<file path="config.mk">
export PLATFORM = sky130hd
export DESIGN_NAME = hack_alu_mc
export DESIGN_NICKNAME = d
export VERILOG_FILES = /design/src/rtl/hack_alu_pkg.sv /design/src/rtl/hack_alu_core.sv /design/src/rtl/hack_alu_mc.sv
export SDC_FILE = /design/constraint.sdc
export NUM_CORES = 1
export LEC_CHECK = 0
export ABC_CLOCK_PERIOD_IN_PS = 4400
export BUFFER_PORTS_ARGS = -buffer_cell sky130_fd_sc_hd__buf_2
export CAP_MARGIN = 5
export CORE_MARGIN = 1.5
export CORE_UTILIZATION = 55
export DETAILED_ROUTE_END_ITERATION = 6
export GPL_TIMING_DRIVEN = 1
export PLACE_DENSITY = 0.75
export SLEW_MARGIN = 30
export SYNTH_ARGS = -nofsm -noshare
export SYNTH_HDL_FRONTEND = slang
export SYNTH_SLANG_ARGS = --single-unit
</file>
<file path="constraint.sdc">
create_clock -name clk -period 4.4 [get_ports clk]
set_input_delay 0.88 -clock clk [delete_from_list [all_inputs] [get_ports clk]]
set_output_delay 0.88 -clock clk [all_outputs]
set_load 0.1 [all_outputs]
</file>
<file path="src/rtl/hack_alu_pkg.sv">
// Shared types and helpers for the handshaked, multi-cycle Hack ALU.
package hack_alu_pkg;

  // Controller states: idle, shift-add multiply in progress, result held
  typedef enum logic [1:0] {
    ST_IDLE = 2'd0,
    ST_MUL  = 2'd1,
    ST_DONE = 2'd2
  } state_e;

  // Hack control bits plus the multiply-mode select
  typedef struct packed {
    logic zx;
    logic nx;
    logic zy;
    logic ny;
    logic f;
    logic no;
    logic mul;
  } alu_ctrl_t;

  // Step counter width: it only needs to count 0..width-1
  function automatic int unsigned cnt_width(input int unsigned width);
    return (width < 2) ? 1 : $clog2(width);
  endfunction

endpackage

</file>
<file path="src/rtl/hack_alu_core.sv">
// Combinational Hack ALU: operand preprocessing and the f/no result.
module hack_alu_core
  import hack_alu_pkg::*;
#(
  parameter int unsigned WIDTH = 16
) (
  input  logic [WIDTH-1:0] x,
  input  logic [WIDTH-1:0] y,
  input  alu_ctrl_t        ctrl,
  output logic [WIDTH-1:0] x1,
  output logic [WIDTH-1:0] y1,
  output logic [WIDTH-1:0] res
);

  logic [WIDTH-1:0] x_z;
  logic [WIDTH-1:0] y_z;
  logic [WIDTH-1:0] r;
  logic             unused_mul;

  // The multiply select is handled by the controller, not here
  assign unused_mul = ctrl.mul;

  // Zero then optionally invert each operand; x1/y1 also seed the multiplier
  always_comb begin
    x_z = ctrl.zx ? '0 : x;
    y_z = ctrl.zy ? '0 : y;
    x1  = ctrl.nx ? ~x_z : x_z;
    y1  = ctrl.ny ? ~y_z : y_z;
  end

  // Add (carry dropped) or AND, then optional output inversion
  always_comb begin
    r   = ctrl.f ? (x1 + y1) : (x1 & y1);
    res = ctrl.no ? ~r : r;
  end

endmodule

</file>
<file path="src/rtl/hack_alu_mc.sv">
// Handshaked Hack ALU with a fixed-latency shift-add multiply mode.
module hack_alu_mc
  import hack_alu_pkg::*;
#(
  parameter int unsigned WIDTH  = 16,
  parameter bit          MUL_EN = 1'b1
) (
  input  logic             clk,
  input  logic             rst_n,
  input  logic             in_valid,
  output logic             in_ready,
  input  logic [WIDTH-1:0] x,
  input  logic [WIDTH-1:0] y,
  input  logic             zx,
  input  logic             nx,
  input  logic             zy,
  input  logic             ny,
  input  logic             f,
  input  logic             no,
  input  logic             mul,
  output logic             out_valid,
  input  logic             out_ready,
  output logic [WIDTH-1:0] out,
  output logic             zr,
  output logic             ng,
  output logic             busy
);

  localparam int unsigned CNT_W = cnt_width(WIDTH);

  state_e           state_q, state_d;
  logic [WIDTH-1:0] out_q, out_d;
  logic             zr_q, zr_d;
  logic             ng_q, ng_d;
  logic             out_valid_q, out_valid_d;
  logic [WIDTH-1:0] mcand_q, mcand_d;
  logic [WIDTH-1:0] mplier_q, mplier_d;
  logic [WIDTH-1:0] acc_q, acc_d;
  logic [CNT_W-1:0] cnt_q, cnt_d;
  logic             no_q, no_d;

  alu_ctrl_t        ctrl;
  logic [WIDTH-1:0] x1;
  logic [WIDTH-1:0] y1;
  logic [WIDTH-1:0] core_res;
  logic [WIDTH-1:0] acc_step;
  logic [WIDTH-1:0] mul_res;
  logic             mul_eff;
  logic             accept;

  assign ctrl = '{zx: zx, nx: nx, zy: zy, ny: ny, f: f, no: no, mul: mul};

  // With the multiplier disabled every bundle takes the normal path
  assign mul_eff = MUL_EN && ctrl.mul;

  assign in_ready = (state_q == ST_IDLE) || ((state_q == ST_DONE) && out_ready);
  assign accept   = in_valid && in_ready;
  assign busy     = (state_q == ST_MUL);

  assign out       = out_q;
  assign zr        = zr_q;
  assign ng        = ng_q;
  assign out_valid = out_valid_q;

  hack_alu_core #(
    .WIDTH (WIDTH)
  ) u_core (
    .x    (x),
    .y    (y),
    .ctrl (ctrl),
    .x1   (x1),
    .y1   (y1),
    .res  (core_res)
  );

  // One shift-add step and the final (optionally inverted) product
  assign acc_step = acc_q + (mplier_q[0] ? mcand_q : '0);
  assign mul_res  = no_q ? ~acc_step : acc_step;

  // State register and datapath registers
  always_ff @(posedge clk or negedge rst_n) begin
    if (!rst_n) begin
      state_q     <= ST_IDLE;
      out_q       <= '0;
      zr_q        <= 1'b0;
      ng_q        <= 1'b0;
      out_valid_q <= 1'b0;
      mcand_q     <= '0;
      mplier_q    <= '0;
      acc_q       <= '0;
      cnt_q       <= '0;
      no_q        <= 1'b0;
    end else begin
      state_q     <= state_d;
      out_q       <= out_d;
      zr_q        <= zr_d;
      ng_q        <= ng_d;
      out_valid_q <= out_valid_d;
      mcand_q     <= mcand_d;
      mplier_q    <= mplier_d;
      acc_q       <= acc_d;
      cnt_q       <= cnt_d;
      no_q        <= no_d;
    end
  end

  // Next-state, multiply stepping, result capture and handshake
  always_comb begin
    state_d     = state_q;
    out_d       = out_q;
    zr_d        = zr_q;
    ng_d        = ng_q;
    out_valid_d = out_valid_q;
    mcand_d     = mcand_q;
    mplier_d    = mplier_q;
    acc_d       = acc_q;
    cnt_d       = cnt_q;
    no_d        = no_q;

    case (state_q)
      ST_IDLE: begin
      end
      ST_MUL: begin
        acc_d    = acc_step;
        mcand_d  = mcand_q << 1;
        mplier_d = mplier_q >> 1;
        cnt_d    = cnt_q + CNT_W'(1);
        if (cnt_q == CNT_W'(WIDTH - 1)) begin
          out_d       = mul_res;
          zr_d        = (mul_res == '0);
          ng_d        = mul_res[WIDTH-1];
          out_valid_d = 1'b1;
          state_d     = ST_DONE;
        end
      end
      ST_DONE: begin
        if (out_ready) begin
          out_valid_d = 1'b0;
          state_d     = ST_IDLE;
        end
      end
      default: begin
        state_d = ST_IDLE;
      end
    endcase

    // A new bundle overrides the DONE drain so consume and load share one edge
    if (accept) begin
      if (mul_eff) begin
        mcand_d     = x1;
        mplier_d    = y1;
        acc_d       = '0;
        cnt_d       = '0;
        no_d        = ctrl.no;
        out_valid_d = 1'b0;
        state_d     = ST_MUL;
      end else begin
        out_d       = core_res;
        zr_d        = (core_res == '0);
        ng_d        = core_res[WIDTH-1];
        out_valid_d = 1'b1;
        state_d     = ST_DONE;
      end
    end
  end

endmodule

</file>
* Word-level counts from Yosys, hierarchy flattened
Cells that the tools add are included.
** Storage, ports and cells
- Input bits :: 43
- Register bits after elaboration :: 74
- Logic and storage cells :: 76
** Cells by class
- Reduce and logical (&&, ||, !) cells :: 10
- $add $sub $neg :: 3
- Mux-type cells :: 42
- Bitwise gates (word level) :: 5
- Equal/unequal tests :: 6
** Operators with widths (number)
- $mux W16 :: 21
- $not A16 Y16 :: 4
- $add A16 B16 Y16 :: 2
- $logic_not A16 Y1 :: 2
- $and A16 B16 Y16 :: 1
- $mux W1 :: 12
- $mux W4 :: 3
- $mux W2 :: 4
- $pmux W2 S3 :: 1
- $reduce_and A3 Y1 :: 2
- $add A4 B1 Y4 const B :: 1
- $eq A4 B4 Y1 const B :: 1
- $ne A3 B1 Y1 const B :: 1
- $ne A3 B3 Y1 const B :: 1
- $reduce_bool A3 Y1 :: 1
- $eq A2 B1 Y1 const B :: 1
- $eq A2 B2 Y1 const B :: 1
- $logic_and A1 B1 Y1 :: 2
- $logic_not A2 Y1 :: 1
- $ne A2 B2 Y1 const B :: 1
- $pmux W1 S2 :: 1
- $reduce_and A2 Y1 :: 1
- $logic_or A1 B1 Y1 :: 1

* Longest topological paths before layout
Gate-level depths: netlist of run 1.
- Depth after elaboration :: 10
- Gate-level depth with buffers :: 15

* By module
Synthesis of run 1 repeated with hierarchy kept, for this count alone.
** Unflattened totals
- Cell total of the unflattened synthesis :: 773
- Area, all modules :: 6586.3 sq um
** By module, submodules not included
- hack_alu_mc :: instances 1, area each 4438.0 sq um, cells each 491, seq. area each 1851.8 sq um
- hack_alu_core :: instances 1, area each 2148.3 sq um, cells each 282, seq. area each 0.0 sq um

* Worst setup path after synthesis of run 1
Ideal clock, no wire load.
- Kind :: input to register
- From :: in nx
- To :: reg zr_q (netlist: zr)
- Buffers on the path :: 2
- Library setup time :: 0.066 ns
- Cell stages on the path :: 15
- Path slack :: 0.045 ns
- Arrival :: 4.289 ns
- Required time :: 4.334 ns
- Cells stage by stage :: buf_4 > buf_1 > xnor2_1 > ha_1 > inv_1 > fa_1 > nor4_1 > nor3_1 > nor2_2 > xor2_1 > mux2i_1 > or4_1 > mux2i_1 > o2111a_1 > a31o_1
** Between the ends
- Longest elaborated chain between the ends :: 8
** RTL lines
- start, declared :: RTL line hack_alu_mc.sv:15 : input logic nx,
- $mux W16 * :: RTL line hack_alu_core.sv:27 : x1 = ctrl.nx ? ~x_z : x_z;
- $add A16 B16 Y16 or $and A16 B16 Y16 (tied branches) :: RTL line hack_alu_core.sv:33 : r = ctrl.f ? (x1 + y1) : (x1 & y1);
- $mux W16 * :: RTL line hack_alu_core.sv:33
- $not A16 Y16 :: RTL line hack_alu_core.sv:34 : res = ctrl.no ? ~r : r;
- $mux W16 * :: RTL line hack_alu_core.sv:34
- $logic_not A16 Y1 * :: RTL line hack_alu_mc.sv:159 : zr_d = (core_res == '0);
- $mux W1 * :: RTL line hack_alu_mc.sv:149 : if (mul_eff) begin
- $mux W1 * :: RTL line hack_alu_mc.sv:148 : if (accept) begin
- via zr_d :: RTL line hack_alu_mc.sv:33 : logic zr_q, zr_d;
- end signal, assigned :: RTL line hack_alu_mc.sv:96 : zr_q <= zr_d;
- end, declared :: RTL line hack_alu_mc.sv:33
The timed path passes the listed nets; every way through them passes the cells marked *.
A chain may end at the register's enable or synchronous reset.

* Worst setup path after layout of run 1
- From :: in zy
- To :: reg zr_q (netlist: zr)
** Between the ends
- Longest elaborated chain between the ends :: 10
** RTL lines
- start, declared :: RTL line hack_alu_mc.sv:16 : input logic zy,
- $mux W16 * :: RTL line hack_alu_core.sv:26 : y_z = ctrl.zy ? '0 : y;
- $not A16 Y16 :: RTL line hack_alu_core.sv:28 : y1 = ctrl.ny ? ~y_z : y_z;
- $mux W16 * :: RTL line hack_alu_core.sv:28
- $add A16 B16 Y16 or $and A16 B16 Y16 (tied branches) :: RTL line hack_alu_core.sv:33
- $mux W16 * :: RTL line hack_alu_core.sv:33
- $not A16 Y16 :: RTL line hack_alu_core.sv:34
- $mux W16 * :: RTL line hack_alu_core.sv:34
- $logic_not A16 Y1 * :: RTL line hack_alu_mc.sv:159
- $mux W1 * :: RTL line hack_alu_mc.sv:149
- $mux W1 * :: RTL line hack_alu_mc.sv:148
- via zr_d :: RTL line hack_alu_mc.sv:33
Marks and branches as above.

==> results of run 1 <==
==> worst max-delay path, delay by kind of cell <==
kind,cells,cell delay (ns)
compound gates,2,0.34
xor+xnor,2,0.39
simple gates,5,1.47
fa+ha+maj,2,0.73
mux,2,0.32
buf+inv,2,0.22
==> sequential cells by signal (all words and copies together) (netlist names) <==
| name | count |
|---|---|
| cnt_q | 4 |
| state_q | 2 |
| mcand_q | 16 |
| ng | 1 |
| out | 16 |
| out_valid | 1 |
| zr | 1 |
| no_q | 1 |
| acc_q | 16 |
| mplier_q | 16 |
==> path summary, 6_finish.rpt <==
kind / to / start / slack [ns] / cells past startpoint
max: zr / zy / 0.34 / 15
min: out_valid / state_q[1] / 0.51 / 1
max reg2reg: zr / mplier_q[0] / 0.58 / 13
min reg2reg: out_valid / state_q[1] / 0.51 / 1
max in group asynchronous: mplier_q[3] / rst_n / 3.02 / 2
min in group asynchronous: cnt_q[1] / rst_n / 0.53 / 1
==> through the flow <==
step / hold slack (ns) / setup TNS [ns] / cells / util, % / instance area (um2)
floorplan: 0.4414 / 0 / 762 / - / 6118
global placement: 0.4802 / 0 / 934 / 60.32 / 6539
detailed placement: 0.4940 / -0.007013 / 934 / 60.32 / 6539
CTS: 0.5181 / 0 / 950 / 62.34 / 6758
global route: 0.5416 / 0 / 950 / 62.36 / 6760
finish: 0.5099 / 0 / 950 / 62.36 / 6760
==> cell usage after synthesis (15+ instances only) <==
cell type	instances	area share, %
clkbuf_1	36	2.2
ha_1	32	6.5
dfrtp_1	74	30
o211ai_1	15	1.8
o21ai_0	28	2.3
a21oi_1	46	3.8
and2_1	18	1.8
nor2_1	56	3.4
nand2b_1	30	3.1
xnor2_1	62	8.9
xor2_1	37	5.3
nand2_1	140	8.6
a31oi_1	35	3.6
==> cells by family after synthesis <==
logic type	synth area share, %
muxes	2.331
DFF	30.27
AOI/OAI and AO/OA	16.95
xor gates and xnor gates	14.89
and+or+nand+nor	24.68
buffers and inverters	3.681
adders and majority gates	7.198
==> area by class of cell <==
type | count | area [um2] | share of cell area [%]
Inverter | 14 | 52.55 | 0.7773
Timing Repair Buffer | 76 | 412.9 | 6.108
Sequential cell | 74 | 1853 | 27.41
Clock inverter | 4 | 73.82 | 1.092
Clock buffer | 12 | 145.1 | 2.147
Tap cell | 140 | 175.2 | 2.591
Multi-Input combinational cell | 630 | 4048 | 59.87
==> power by group through the flow <==
stage,Sequential (mW),Clock [mW],Combinational (mW)
CTS,1.24,0.610,3.04
finish,1.25,0.604,3.05
global route,1.29,0.640,3.30
detailed placement,1.25,0,3.03
floorplan,1.72,0,1.90
global placement,1.23,0,2.97
==> per-layer routing <==
metal  up-vias  global-route usage (%)  part of all wire, %
met5         -                       0                    0
met4         0                   11.28                  3.1
met3        35                   4.461                  4.9
met2       189                   47.57                   47
met1      2681                   37.69                   45
li1       2712                       -                    -
==> results.json, run 1 <==
{
  "p_comb_share_pct": 62.2,
  "ys_seq_elements": 74,
  "drtPass1Iterations": 5,
  "worstPathMaxFanout": 10,
  "power_frac_seq_pct": 25.4,
  "synth_edf_count": 0,
  "yosys_warnings": 0,
  "syn-cell-area_um2": 6118,
  "power.density_nw_per_um2": 724.2,
  "first_iter_violations": 496,
  "post_cts_buffers": 0,
  "yosysSeqAreaShare_pct": 30.27,
  "wire_per_inst_um": 16.96,
  "die_height_um": 108.5,
  "final_antenna_net_count": 0,
  "dp_slack_ns": -0.007013,
  "cts.sinks": 74,
  "antenna_cells": 0,
  "final_common_cell": "nand2_1",
  "rsz0062_at_grt": "no",
  "netSwitchingPower_mw": 2.566,
  "initial_utilization_pct": 56.44,
  "outcome": "complete, no violations",
  "pwr-share-clk_pct": 12.3,
  "finalSetupViolations": 0,
  "antenna_found_initial": 0,
  "netSwitchingFraction_pct": 52.42,
  "power_mw": 4.896,
  "cts.clk_slew.worst_paths_ns": 0.08,
  "worst_pin_slew_ns": 0.7783,
  "cts_hold_buf": 0,
  "leakagePower_nw": 3.054,
  "cpMaxStageDelayCell": "or4_1",
  "cpMostUsedCell": "mux2i_1",
  "hold_viol_final": 0,
  "areaGrowthSynthToFinish_pct": 10.49,
  "cp.required_ns": 4.71,
  "routed_wl_um": 16110,
  "finalNetCount": 882,
  "drive_gt1_share_pct": 13.33,
  "critical_path_arrival_ns": 4.37,
  "cpPeakStageDelay_ns": 0.56,
  "core_um2": 10840,
  "p_int_mw": 2.330,
  "htree_levels": 3,
  "syn_avg_cell_area_um2": 8.029,
  "grt_max_degree": 50,
  "fillCellCount": 944,
  "rows": 38,
  "period_share_pct": 92.28,
  "drc": 0,
  "worst_ir_drop_vdd_uv": 640.6,
  "drv_cap": 0,
  "grt-ovfl-total": 0,
  "min_period_ns": 4.060,
  "clk_latency_ns": 0.38,
  "slew_headroom_pct": 48.11,
  "die-area_um2": 11770,
  "fin_ws_ns": 0.3397,
  "post-dp-hpwl_um": 12490,
  "root_buffer": "clkbuf_8",
  "grt_pass1_wl_um": 26100,
  "synth_cell_type_count": 60,
  "post_cts_resized": 0,
  "vias": 5617,
  "die_w_um": 108.5,
  "gp_congestion": 0.9543,
  "numCtsBuffers": 9,
  "slew_viol_final": 0,
  "tritoncts": "yes",
  "synth_ff_type": "dfrtp_1",
  "syn_nets": 839,
  "path_class": "input port to flip-flop",
  "final_cell_mix": "nand2_1 (140), dfrtp_1 (73), buf_2 (63), xnor2_1 (62), nor2_1 (56)",
  "io_pins": 64,
  "start_kind": "input port",
  "ys_async_sr_fraction_pct": 100.0,
  "grt_pass1_vias": 5237,
  "crit_chain": "buf_2 > nand2b_1 > xnor2_1 > ha_1 > inv_1 > fa_1 > nor4_1 > nor3_1 > nor2_2 > xor2_1 > mux2i_1 > or4_1 > mux2i_1 > o2111a_1 > a31o_1",
  "fmax_mhz": 246.3,
  "skew_ns": 0.01309,
  "clockBufferDepth": 2,
  "cp-end-kind": "flip-flop",
  "grt_usage_pct": 28.77,
  "syn_inst": 762,
  "avgViaCountPerCell": 5.913,
  "portBuffers": 63,
  "min_path_type": "flip-flop to flip-flop"
}
(Power assumes the default switching activity.)
==> run 2, diff against run 1 <==
- ABC_CLOCK_PERIOD_IN_PS: 4400 -> 4530
- clock period: 4.4 -> 4.53 ns (I/O delays scaled with it)
==> run 2 against run 1 <==
Net effect:
- cell area is 0.24% lower
- via count down 0.71%
- combinational power fell by 3%
- first-iteration DRC count down 20%
- final cell count stayed put
- power shrank 3.7%
- critical path depth unchanged
- clock power decreased by 11%
- sequential share of layout area is 0.066 points higher
- die area unchanged
- worst setup slack better by 0.049 ns
- critical endpoint unchanged
- largest power group unchanged
==> results.json, run 2 (synthesized netlist as in run 1, its figures left out) <==
{
  "fin_hold_ws_ns": 0.5128,
  "timing.rr.end": "zr",
  "min_path_type": "input port to asynchronous set/reset pin",
  "worstRegToRegCells": 13,
  "cpMostUsedCell": "mux2i_1",
  "htree_levels": 3,
  "min_period_ns": 4.141,
  "drv_cap": 0,
  "slew_viol_final": 0,
  "finalSetupViolations": 0,
  "drive_gt1_share_pct": 13.58,
  "first_iter_violations": 395,
  "clockBufferDepth": 2,
  "grt_pass1_vias": 5298,
  "tritoncts": "yes",
  "die_height_um": 108.5,
  "vias": 5577,
  "grt_usage_pct": 29.21,
  "post_cts_resized": 0,
  "fin_cells": 950,
  "highest_layer": "met4",
  "crit_chain": "buf_2 > nand2b_1 > xnor2_1 > ha_1 > inv_1 > fa_1 > nor4_1 > nor3_1 > nor2_2 > xor2_1 > mux2i_1 > or4_1 > mux2i_1 > o2111a_1 > a31o_1",
  "critical-path-top-delay-family": "simple AND/OR/NAND/NOR gates",
  "power.density_nw_per_um2": 699.0,
  "period_share_pct": 91.41,
  "worst_pin_slew_ns": 0.9418,
  "cp-end-kind": "flip-flop",
  "areaGrowthSynthToFinish_pct": 10.22,
  "grt-ovfl-total": 0,
  "path_buf_inv": 2,
  "die_w_um": 108.5,
  "dp.cells": 934,
  "cts.clk_slew.worst_paths_ns": 0.08,
  "critical_path_arrival_ns": 4.45,
  "final_common_cell": "nand2_1",
  "skew_ns": 0.01192,
  "rsz0062_at_grt": "no",
  "drtPass1Iterations": 5,
  "cts.sinks": 74,
  "worst_ir_drop_vdd_uv": 654.7,
  "avgViaCountPerCell": 5.871,
  "wl_met3_um": 853,
  "final_cell_mix": "nand2_1 (140), dfrtp_1 (73), xnor2_1 (62), buf_2 (62), nor2_1 (56)",
  "root_buffer": "clkbuf_8",
  "cpMaxStageDelayCell": "or4_1",
  "wire_per_inst_um": 17.01,
  "outcome": "complete, no violations",
  "gp_congestion": 0.9104,
  "r2r_setup_slack_ns": 0.69,
  "cpPeakStageDelay_ns": 0.57,
  "path_class": "input port to flip-flop",
  "clk_latency_ns": 0.38,
  "routed_wl_um": 16160,
  "finalNetCount": 882,
  "hold_viol_final": 0,
  "fmax_mhz": 241.5,
  "slew_headroom_pct": 37.14,
  "core_um2": 10840,
  "grt_pass1_wl_um": 26470,
  "post_cts_buffers": 0,
  "cp.required_ns": 4.84,
  "portBuffers": 63,
  "antenna_cells": 0,
  "grt_max_degree": 51,
  "initial_utilization_pct": 56.44,
  "start_kind": "input port",
  "met2RoutedLength_um": 7340,
  "numCtsBuffers": 9,
  "worstPathMaxFanout": 16,
  "final_antenna_net_count": 0,
  "rows": 38,
  "drc": 0,
  "io_pins": 64,
  "r2r_start": "mplier_q[0]",
  "antenna_found_initial": 0,
  "wl_met1_um": 7274,
  "cts_hold_buf": 0,
  "power_mw": 4.714,
  "post-dp-hpwl_um": 12270,
  "tns_ns": 0,
  "die-area_um2": 11770,
  "leakagePower_nw": 3.040
}
==> run 2: changes by cell type in the layout (fill, tap and decap cells not counted), sizes merged <==
| cell | change |
|---|---|
| clkbuf | -3 |
| clkinvlp | +2 |
| bufinv | -1 |
| clkinv | +1 |
| inv | +1 |
==> run 2: worst reg2reg max path, stage by stage (launching register included) <==
cell and delay [ns]:
dfrtp_1 0.53, and2_1 0.22, ha_1 0.21, fa_1 0.43, a21o_1 0.18, a21oi_1 0.23, o21bai_1 0.13, a21oi_1 0.30
xnor2_1 0.25, or4_1 0.57, mux2i_1 0.16, o2111ai_1 0.13, o31ai_1 0.27, a31o_1 0.15
==> run 2: worst max path at each step <==
stage	from	endpoint	slack, ns	cells past startpoint
6_report	zy	zr	0.39	15
5_1_grt	zy	zr	0.18	14
4_1_cts	zy	zr	0.43	15
3_5_place_dp	zy	zr	0.05	15
3_3_place_gp	zy	zr	0.27	15
2_1_floorplan	nx	zr	0.15	15
==> run 2: metal layers <==
layer,global-route usage [%],vias to the layer above
li1,-,2716
met1,39.53,2617
met2,44.70,200
met3,4.641,44
met4,15.60,0
met5,0,-
==> run 2: final cells by class <==
| class | count | area, um2 |
|---|---|---|
| fillers | 963 | 4096 |
| multi-input cells | 630 | 4048 |
| flip-flops and latches | 74 | 1853 |
| repair buffers | 76 | 415.4 |
| well taps | 140 | 175.2 |
| clock buffers | 9 | 123.9 |
| clock inverters | 7 | 76.32 |
| inverters | 14 | 52.55 |
==> run 2: power by group <==
part	switching (mW)	internal, mW
sequential	0.241	0.969
clock	0.282	0.258
combinational	1.99	0.969
total	2.52	2.20
==> run 2: metrics by stage <==
step           util [%]  area (um2)  setup slack (ns)
2_1_floorplan         -        6118            0.1492
6_report          62.21        6744            0.3892
3_3_place_gp      60.32        6539            0.2710
4_1_cts           62.17        6739            0.4347
5_1_grt           62.21        6744            0.1838
3_5_place_dp      60.32        6539           0.04579
==> run 3, diff against run 2 <==
- RECOVER_POWER: unset -> 100
- TNS_END_PERCENT: unset -> 20
==> run 3 against run 2 <==
Net effect:
- the flow now finishes with violations (capacitance limit, slew limit)
- first-iteration DRC count increased by 8.9%
- clock skew increased by 0.00065 ns
- maximum frequency decreased by 0.26%
- power decreased by 0.65%
- via count about the same
- cell area decreased by 0.96%
- critical path type unchanged
==> results.json, run 3 (synthesized netlist as in run 1, its figures left out) <==
{
  "outcome": "complete, but fails checks",
  "violations": "capacitance limit, slew limit",
  "drv_cap": 2,
  "die-area_um2": 11770,
  "post-dp-hpwl_um": 12270,
  "drtPass1Iterations": 6,
  "drive_gt1_share_pct": 9.506,
  "antenna_found_initial": 0,
  "die_w_um": 108.5,
  "vias": 5573,
  "cts_hold_buf": 0,
  "final_cell_mix": "nand2_1 (140), dfrtp_1 (73), xnor2_1 (62), nor2_1 (56), a21oi_1 (46)",
  "wire_per_inst_um": 17.05,
  "gp_congestion": 0.9104,
  "core_um2": 10840,
  "final_area_um2": 6679,
  "cp.required_ns": 4.84,
  "cpPeakStageDelay_ns": 0.37,
  "post_dp_cell_area_um2": 6539,
  "cp-end-kind": "flip-flop",
  "numCtsBuffers": 9,
  "antenna_cells": 0,
  "grt_pass1_wl_um": 26470,
  "min_path_type": "flip-flop to flip-flop",
  "hold_viol_final": 0,
  "leakagePower_nw": 2.952,
  "start_kind": "input port",
  "drc": 0,
  "areaGrowthSynthToFinish_pct": 9.162,
  "slew_headroom_pct": -52.11,
  "critical-path-top-delay-family": "compound AO/OA/AOI/OAI gates",
  "critical_path_arrival_ns": 4.46,
  "io_pins": 64,
  "period_share_pct": 91.64,
  "final_antenna_net_count": 0,
  "portBuffers": 63,
  "rsz0062_at_grt": "no",
  "slew_viol_final": 92,
  "finalNetCount": 882,
  "grt_usage_pct": 29.21,
  "min_period_ns": 4.151,
  "initial_utilization_pct": 56.44,
  "worst_ir_drop_vdd_uv": 635.8,
  "cts.clk_slew.worst_paths_ns": 0.08,
  "tns_ns": 0,
  "grt-ovfl-total": 0,
  "cpMaxStageDelayCell": "mux2i_1",
  "avgViaCountPerCell": 5.866,
  "post_cts_buffers": 0,
  "grt_pass1_vias": 5298,
  "htree_levels": 3,
  "final_core_util_pct": 61.61,
  "tritoncts": "yes",
  "skew_ns": 0.01257,
  "power_mw": 4.683,
  "worstPathMaxFanout": 15,
  "fmax_mhz": 240.9,
  "rows": 38,
  "crit_chain": "buf_2 > buf_4 > nor2b_1 > xor2_1 > ha_1 > a21oi_1 > o21ai_0 > a22oi_1 > a31oi_1 > a41o_1 > a211oi_1 > xnor2_1 > mux2_1 > mux2i_1 > a31o_1",
  "power.density_nw_per_um2": 701.2,
  "routed_wl_um": 16190,
  "root_buffer": "clkbuf_8",
  "die_height_um": 108.5,
  "clockBufferDepth": 2,
  "cts.sinks": 74,
  "clk_latency_ns": 0.38,
  "grt_max_degree": 51,
  "first_iter_violations": 430,
  "path_class": "input port to flip-flop",
  "path_buf_inv": 2,
  "worst_pin_slew_ns": 2.282,
  "finalSetupViolations": 0,
  "final_common_cell": "nand2_1",
  "post_cts_resized": 0
}
[run 3: cell types whose count changed in the layout (fill, tap and decap cells not counted), sizes merged]
| cell | before | now |
|---|---|---|
| buf | 76 | 50 |
| clkbuf | 9 | 35 |
[run 3: per-stage QoR]
step           setup slack [ns]  hold WS, ns  std cells
6_report                 0.3786       0.5126        950
5_1_grt                  0.1838       0.5482        950
4_1_cts                  0.4347       0.5105        950
3_5_place_dp            0.04579       0.4952        934
3_3_place_gp             0.2710       0.4698        934
2_1_floorplan            0.1492       0.4414        762
[run 3: worst min-delay path: cells and delay by family, from the launching register on]
family	cells	cell delay [ns]
AND/OR/NAND/NOR	2	0.13
flip-flops	1	0.35
[run 3: power breakdown]
group          leakage, nW  switching (mW)  internal (mW)
Combinational         1.94            1.99          0.938
Sequential           0.913           0.245          0.970
Clock               0.0962           0.281          0.258
Total                 2.95            2.52           2.17
[run 3: path summary, 6_finish.rpt]
kind                               from            to  slack [ns]  depth (start not counted)
max in group asynchronous         rst_n  mplier_q[11]        1.41                          2
hold reg to reg            mplier_q[15]  mplier_q[15]        0.51                          2
setup / recovery                     zx            zr        0.38                         15
hold / removal             mplier_q[15]  mplier_q[15]        0.51                          2
setup reg to reg            mplier_q[0]            zr        0.68                         13
min in group asynchronous         rst_n        out[3]        1.21                          1
[run 3: area by class of cell]
cell class	count	area [um2]
Clock inverter	7	76.32
Timing Repair Buffer	76	370.4
Fill cell	980	4161
Multi-Input combinational cell	630	4028
Inverter	14	52.55
Sequential cell	74	1853
Tap cell	140	175.2
Clock buffer	9	123.9
[run 3: routing by layer]
| metal | vias up | GRT usage [%] | share of wire [%] |
|---|---|---|---|
| met5 | - | 0 | 0 |
| met4 | 0 | 15.60 | 4.6 |
| met3 | 51 | 4.641 | 4.9 |
| met2 | 204 | 44.70 | 45 |
| met1 | 2607 | 39.53 | 46 |
| li1 | 2711 | - | - |
